==> config.mk <==
export PLATFORM = sky130hd
export DESIGN_NAME = sdg_keystream_packer
export DESIGN_NICKNAME = d
export VERILOG_FILES = /design/src/rtl/sdg_pkg.sv /design/src/rtl/sdg_sync2.sv /design/src/rtl/sdg_keystream_packer.sv
export SDC_FILE = /design/constraint.sdc
export NUM_CORES = 1
export LEC_CHECK = 0
export CAP_MARGIN = 30
export CORE_MARGIN = 3
export CORE_UTILIZATION = 45
export DETAILED_ROUTE_END_ITERATION = 16
export MAX_ROUTING_LAYER = met4
export PLACE_DENSITY = 0.67
export SYNTH_ARGS = -nofsm -noshare
export SYNTH_HDL_FRONTEND = slang
export SYNTH_SLANG_ARGS = --single-unit
==> constraint.sdc <==
create_clock -name clk -period 1.93 [get_ports clk]
set_input_delay 0.4825 -clock clk [delete_from_list [all_inputs] [get_ports clk]]
set_output_delay 0.4825 -clock clk [all_outputs]
set_load 0.03 [all_outputs]
==> src/rtl/sdg_pkg.sv <==
// rtl/sdg_pkg.sv - shared types and default sizes for the SDG keystream packer
package sdg_pkg;

  localparam int SDG_WIDTH_DEF   = 8;
  localparam int SDG_DECIM_DEF   = 4;
  localparam int SDG_RUN_MAX_DEF = 32;

  typedef enum logic [0:0] {
    SLOT_EMPTY = 1'b0,
    SLOT_FULL  = 1'b1
  } slot_state_t;

endpackage

==> src/rtl/sdg_sync2.sv <==
// rtl/sdg_sync2.sv - two-flop synchroniser, async active-high reset to 0
module sdg_sync2 (
  input  logic clk,
  input  logic rst,
  input  logic d,
  output logic q
);

  logic meta;

  always_ff @(posedge clk or posedge rst) begin
    if (rst) begin
      meta <= 1'b0;
      q    <= 1'b0;
    end else begin
      meta <= d;
      q    <= meta;
    end
  end

endmodule

==> src/rtl/sdg_keystream_packer.sv <==
// rtl/sdg_keystream_packer.sv - decimate, pack and present SDG keystream words
// Optional repetition health test compiled in with SDG_HEALTH_EN.
module sdg_keystream_packer
  import sdg_pkg::*;
#(
  parameter int WIDTH   = SDG_WIDTH_DEF,
  parameter int DECIM   = SDG_DECIM_DEF,
  parameter int RUN_MAX = SDG_RUN_MAX_DEF
) (
  input  logic             clk,
  input  logic             rst,
  input  logic             en,
  input  logic             bit_in,
  input  logic             word_rdy,
  output logic [WIDTH-1:0] word_out,
  output logic             word_vld,
  output logic             ovf,
  output logic             stuck
);

  localparam int DW = (DECIM > 1) ? $clog2(DECIM) : 1;
  localparam int CW = $clog2(WIDTH);
  localparam logic [DW-1:0] DIV_LAST = DW'(DECIM - 1);
  localparam logic [CW-1:0] CNT_LAST = CW'(WIDTH - 1);

  if (WIDTH < 2 || DECIM < 1 || RUN_MAX < 2) begin : g_param_check
    $error("sdg_keystream_packer: WIDTH>=2, DECIM>=1, RUN_MAX>=2 required");
  end

  logic             bit_s;
  logic [DW-1:0]    div;
  logic [CW-1:0]    cnt;
  logic [WIDTH-2:0] sh;
  logic             tick;
  logic             done;
  logic             discard;
  logic             load;
  logic [WIDTH-1:0] word_new;

  sdg_sync2 u_sync (
    .clk (clk),
    .rst (rst),
    .d   (bit_in),
    .q   (bit_s)
  );

  assign tick     = en && (div == DIV_LAST);
  assign done     = tick && (cnt == CNT_LAST);
  // Only WIDTH-1 history bits are kept; the completing sample joins on the fly.
  assign word_new = {sh, bit_s};

  always_ff @(posedge clk or posedge rst) begin
    if (rst) begin
      div <= '0;
      cnt <= '0;
      sh  <= '0;
    end else begin
      if (en) div <= tick ? '0 : div + 1'b1;
      if (tick) begin
        sh  <= word_new[WIDTH-2:0];
        cnt <= done ? '0 : cnt + 1'b1;
      end
    end
  end

`ifdef SDG_HEALTH_EN
  localparam int RW = $clog2(RUN_MAX + 1);
  localparam logic [RW-1:0] RC_MAX = RW'(RUN_MAX);

  logic [RW-1:0] rc;
  logic [RW-1:0] rc_next;
  logic          prev;

  // rc==0 only before the first sample, so it doubles as "no previous sample".
  always_comb begin
    rc_next = rc;
    if (rc == '0 || bit_s != prev) rc_next = RW'(1);
    else if (rc != RC_MAX)         rc_next = rc + 1'b1;
  end

  always_ff @(posedge clk or posedge rst) begin
    if (rst) begin
      rc    <= '0;
      prev  <= 1'b0;
      stuck <= 1'b0;
    end else if (tick) begin
      rc   <= rc_next;
      prev <= bit_s;
      if (rc_next == RC_MAX) stuck <= 1'b1;
    end
  end

  assign discard = stuck;
`else
  assign stuck   = 1'b0;
  assign discard = 1'b0;
`endif

  assign load = done && !discard;

  slot_state_t      slot;
  slot_state_t      slot_next;
  logic [WIDTH-1:0] word_next;
  logic             ovf_next;

  always_comb begin
    slot_next = slot;
    word_next = word_out;
    ovf_next  = ovf;
    case (slot)
      SLOT_EMPTY: begin
        if (load) begin
          slot_next = SLOT_FULL;
          word_next = word_new;
        end
      end
      SLOT_FULL: begin
        if (load && word_rdy) word_next = word_new;
        else if (load)        ovf_next  = 1'b1;
        else if (word_rdy)    slot_next = SLOT_EMPTY;
      end
    endcase
  end

  always_ff @(posedge clk or posedge rst) begin
    if (rst) begin
      slot     <= SLOT_EMPTY;
      word_out <= '0;
      ovf      <= 1'b0;
    end else begin
      slot     <= slot_next;
      word_out <= word_next;
      ovf      <= ovf_next;
    end
  end

  assign word_vld = (slot == SLOT_FULL);

endmodule

==> flow_metrics.tcl <==
set metrics [dict create \
    status "finished clean" \
    start_util 0.488 \
    critPathMaxFanout 2 \
    ys.warnings.count 0 \
    post-dp-hpwl_um 948 \
    syn-num-nets 70 \
    synth_seq_cells 24 \
    ys_seq_area_frac 0.608 \
    io_pins 16 \
    grt_overflow 0 \
    cp-start-kind "register" \
    crit_family "buffers and inverters" \
    reg2reg_to "word_out[0]$_DFFE_PP0P_" \
    path_clk_slew_ns 0.12 \
    root_buffer "clkbuf_4" \
    ctsHoldBuffers 0 \
    clock_skew_ns 0.00202 \
    syn_avg_cell_area_um2 15.9 \
    die_h_um 52.8 \
    fillers 176 \
    cp_slowest_stage_delay_ns 0.69 \
    core_um2 2020 \
    synth-async-reset-ratio 1.00 \
    firstDrtPassIters 2 \
    cts-resized-gates 0 \
    via_per_inst 4.77 \
    design_area_um2 1180 \
    path_class "register to primary output" \
    hold_ws_ns 0.365 \
    drc 0 \
    cts_buffers 3 \
    cts_max_path_buffers 2 \
    cp-end-kind "primary output" \
    yosysMostFrequentCell "dfrtp_1" \
    hold_viol 0 \
    synth_edf_count 0 \
    final-seq-area_um2 601 \
    antenna_found_initial 0 \
    grt_max_degree 25 \
    ys_types 19 \
    synth.top_cells.by_area "dfrtp_1 61%, mux2_4 12%, mux2_2 10%, ha_1 3.8%, buf_6 2.3%" \
    tns_ns 0 \
    rrSetupSlack_ns 0.34 \
    leakage_nw 0.562 \
    post_cts_buffers 0 \
    r2r_cells 6 \
    synth_top_area_cell "dfrtp_1" \
    cpMaxStageDelayCell "clkdlybuf4s50_1" \
    ys.flop_type "dfrtp_1" \
    routedWlPerCell_um 12.2 \
    drt_iter0_drc 1 \
    antenna_cells 0 \
    clock-sinks 24 \
    grt_pass1_vias 549 \
    syn_area_um2 987 \
    synth_top_cells_by_count "24 x dfrtp_1, 9 x mux2_2, 8 x mux2_4, 3 x ha_1, 3 x nand2_1" \
    whs_path_depth 0 \
    synth_top_cell_area_share 0.608 \
    crit_cells 1 \
    cts-htree-levels 1 \
    hold_path_end "u_sync.q$_DFF_PP0_" \
    r2r-start "cnt[0]$_DFFE_PP0P_" \
    globalplace.congestion 0.656 \
    crit_buf_inv 1 \
    cts_tree "built" \
    post_dp_cell_area_um2 1150 \
    rows 16 \
    peakVddDrop_uv 696 \
    drv_slew 0 \
    grt.busiest_layer "met2" \
    grt_use_total 0.122 \
    fmax_mhz 532 \
    routed_wirelength_mm 1.30 \
    power_density_nw_per_um2 1190 \
    multiInputGateArea_um2 353 \
    timing.final.crit_period_ns 1.88 \
    use_met3 0.0256 \
    drive_above_1_share 0.316 \
    rsz0062_at_grt "no" \
    area_growth_pct 19.1 \
    use_met2 0.198 \
    timing.hold.worst.start "u_sync.meta$_DFF_PP0_" \
    fin_nets 89 \
    drv_cap 0 \
    vias 506 \
    clk-insertion-delay-late_ns 0.30 \
    setup_viol 0 \
    io_buffer_count 14 \
    ant_nets 0 \
    synthCells 62 \
    chipWidth_um 52.8 \
    crit_arrival_ns 1.40 \
    grt_use_met1 0.145 \
    hold_path_class "register to register" \
    dieArea_um2 2790 \
    worstPathRequired_ns 1.45 \
    min_period_over_period 0.974 \
    grt_pass1_wl_mm 2.35 \
    path_cells "clkdlybuf4s50_1" \
]
-- cell type report --
cell class / count / share of cell area
Multi-Input combinational cell: 34 / 0.300
Clock buffer: 3 / 0.0191
Timing Repair Buffer: 17 / 0.138
Tap cell: 27 / 0.0287
Inverter: 1 / 0.00319
Sequential cell: 24 / 0.511
-- stage by stage --
step | total power, W | cells | setup WS [ns] | utilization
6_report | 0.00140 | 106 | 0.0511 | 0.582
5_1_grt | 0.00150 | 106 | 0.00688 | 0.582
4_1_cts | 0.00142 | 106 | 0.0273 | 0.582
3_5_place_dp | 0.00121 | 103 | 0.0198 | 0.571
3_3_place_gp | 0.00119 | 103 | 0.0366 | 0.571
2_1_floorplan | 0.00107 | 62 | 0.463 | -
-- sequential cells by signal, summed over array words and instances, names as in the netlist --
name	flops
word_out	8
sh	7
cnt	3
div	2
ovf	1
u_sync.meta	1
u_sync.q	1
word_vld	1
-- power breakdown --
part	leakage [nW]	switching (W)	total, W	internal (W)
Clock	0.0138	0.000134	0.000207	0.0000727
Combinational	0.237	0.000186	0.000440	0.000253
Sequential	0.311	0.0000935	0.000749	0.000655
-- worst max-delay path by stage --
stage,start,endpoint,slack (ns)
detailed placement,en,word_out[0]$_DFFE_PP0P_,0.02
CTS,word_vld$_DFF_PP0_,word_vld,0.03
floorplan,cnt[0]$_DFFE_PP0P_,word_out[0]$_DFFE_PP0P_,0.46
global route,word_vld$_DFF_PP0_,word_vld,0.007
finish,word_vld$_DFF_PP0_,word_vld,0.05
global placement,en,word_out[6]$_DFFE_PP0P_,0.04
-- cells in the final DEF, fill, tap and decap left out, drive strengths merged --
| master | netlist | layout |
|---|---|---|
| buf | 3 | 3 |
| nor2b | 1 | 1 |
| clkdlybuf4s50 | 0 | 14 |
| conb | 1 | 1 |
| nand2 | 3 | 3 |
| inv | 1 | 1 |
| o21bai | 1 | 1 |
| nand2b | 2 | 2 |
| o21ai | 1 | 1 |
| dfrtp | 24 | 24 |
| a21o | 1 | 1 |
| ha | 3 | 3 |
| nor3 | 1 | 1 |
| clkbuf | 0 | 3 |
| mux2i | 1 | 1 |
| mux2 | 17 | 17 |
| or2b | 1 | 1 |
| nand3 | 1 | 1 |
-- routing by layer --
layer | routed length (um) | part of all wire
met4 | 9 | 0.0069
met2 | 625 | 0.48
met3 | 59 | 0.046
met5 | 0 | 0
met1 | 600 | 0.46
-- kinds of logic (layout without fill, tap and decap cells) --
logic type | count (synthesis) | in the layout | share of synthesized area
AO/OA/AOI/OAI | 3 | 3 | 0.0203
flip-flops | 24 | 24 | 0.608
adder cells (fa/ha/maj) | 3 | 3 | 0.0380
buffers and inverters | 4 | 21 | 0.0342
other | 1 | 1 | 0.00380
multiplexers | 18 | 18 | 0.234
AND/OR/NAND/NOR | 9 | 9 | 0.0608
No activity file was read; power rests on OpenSTA's default activity.
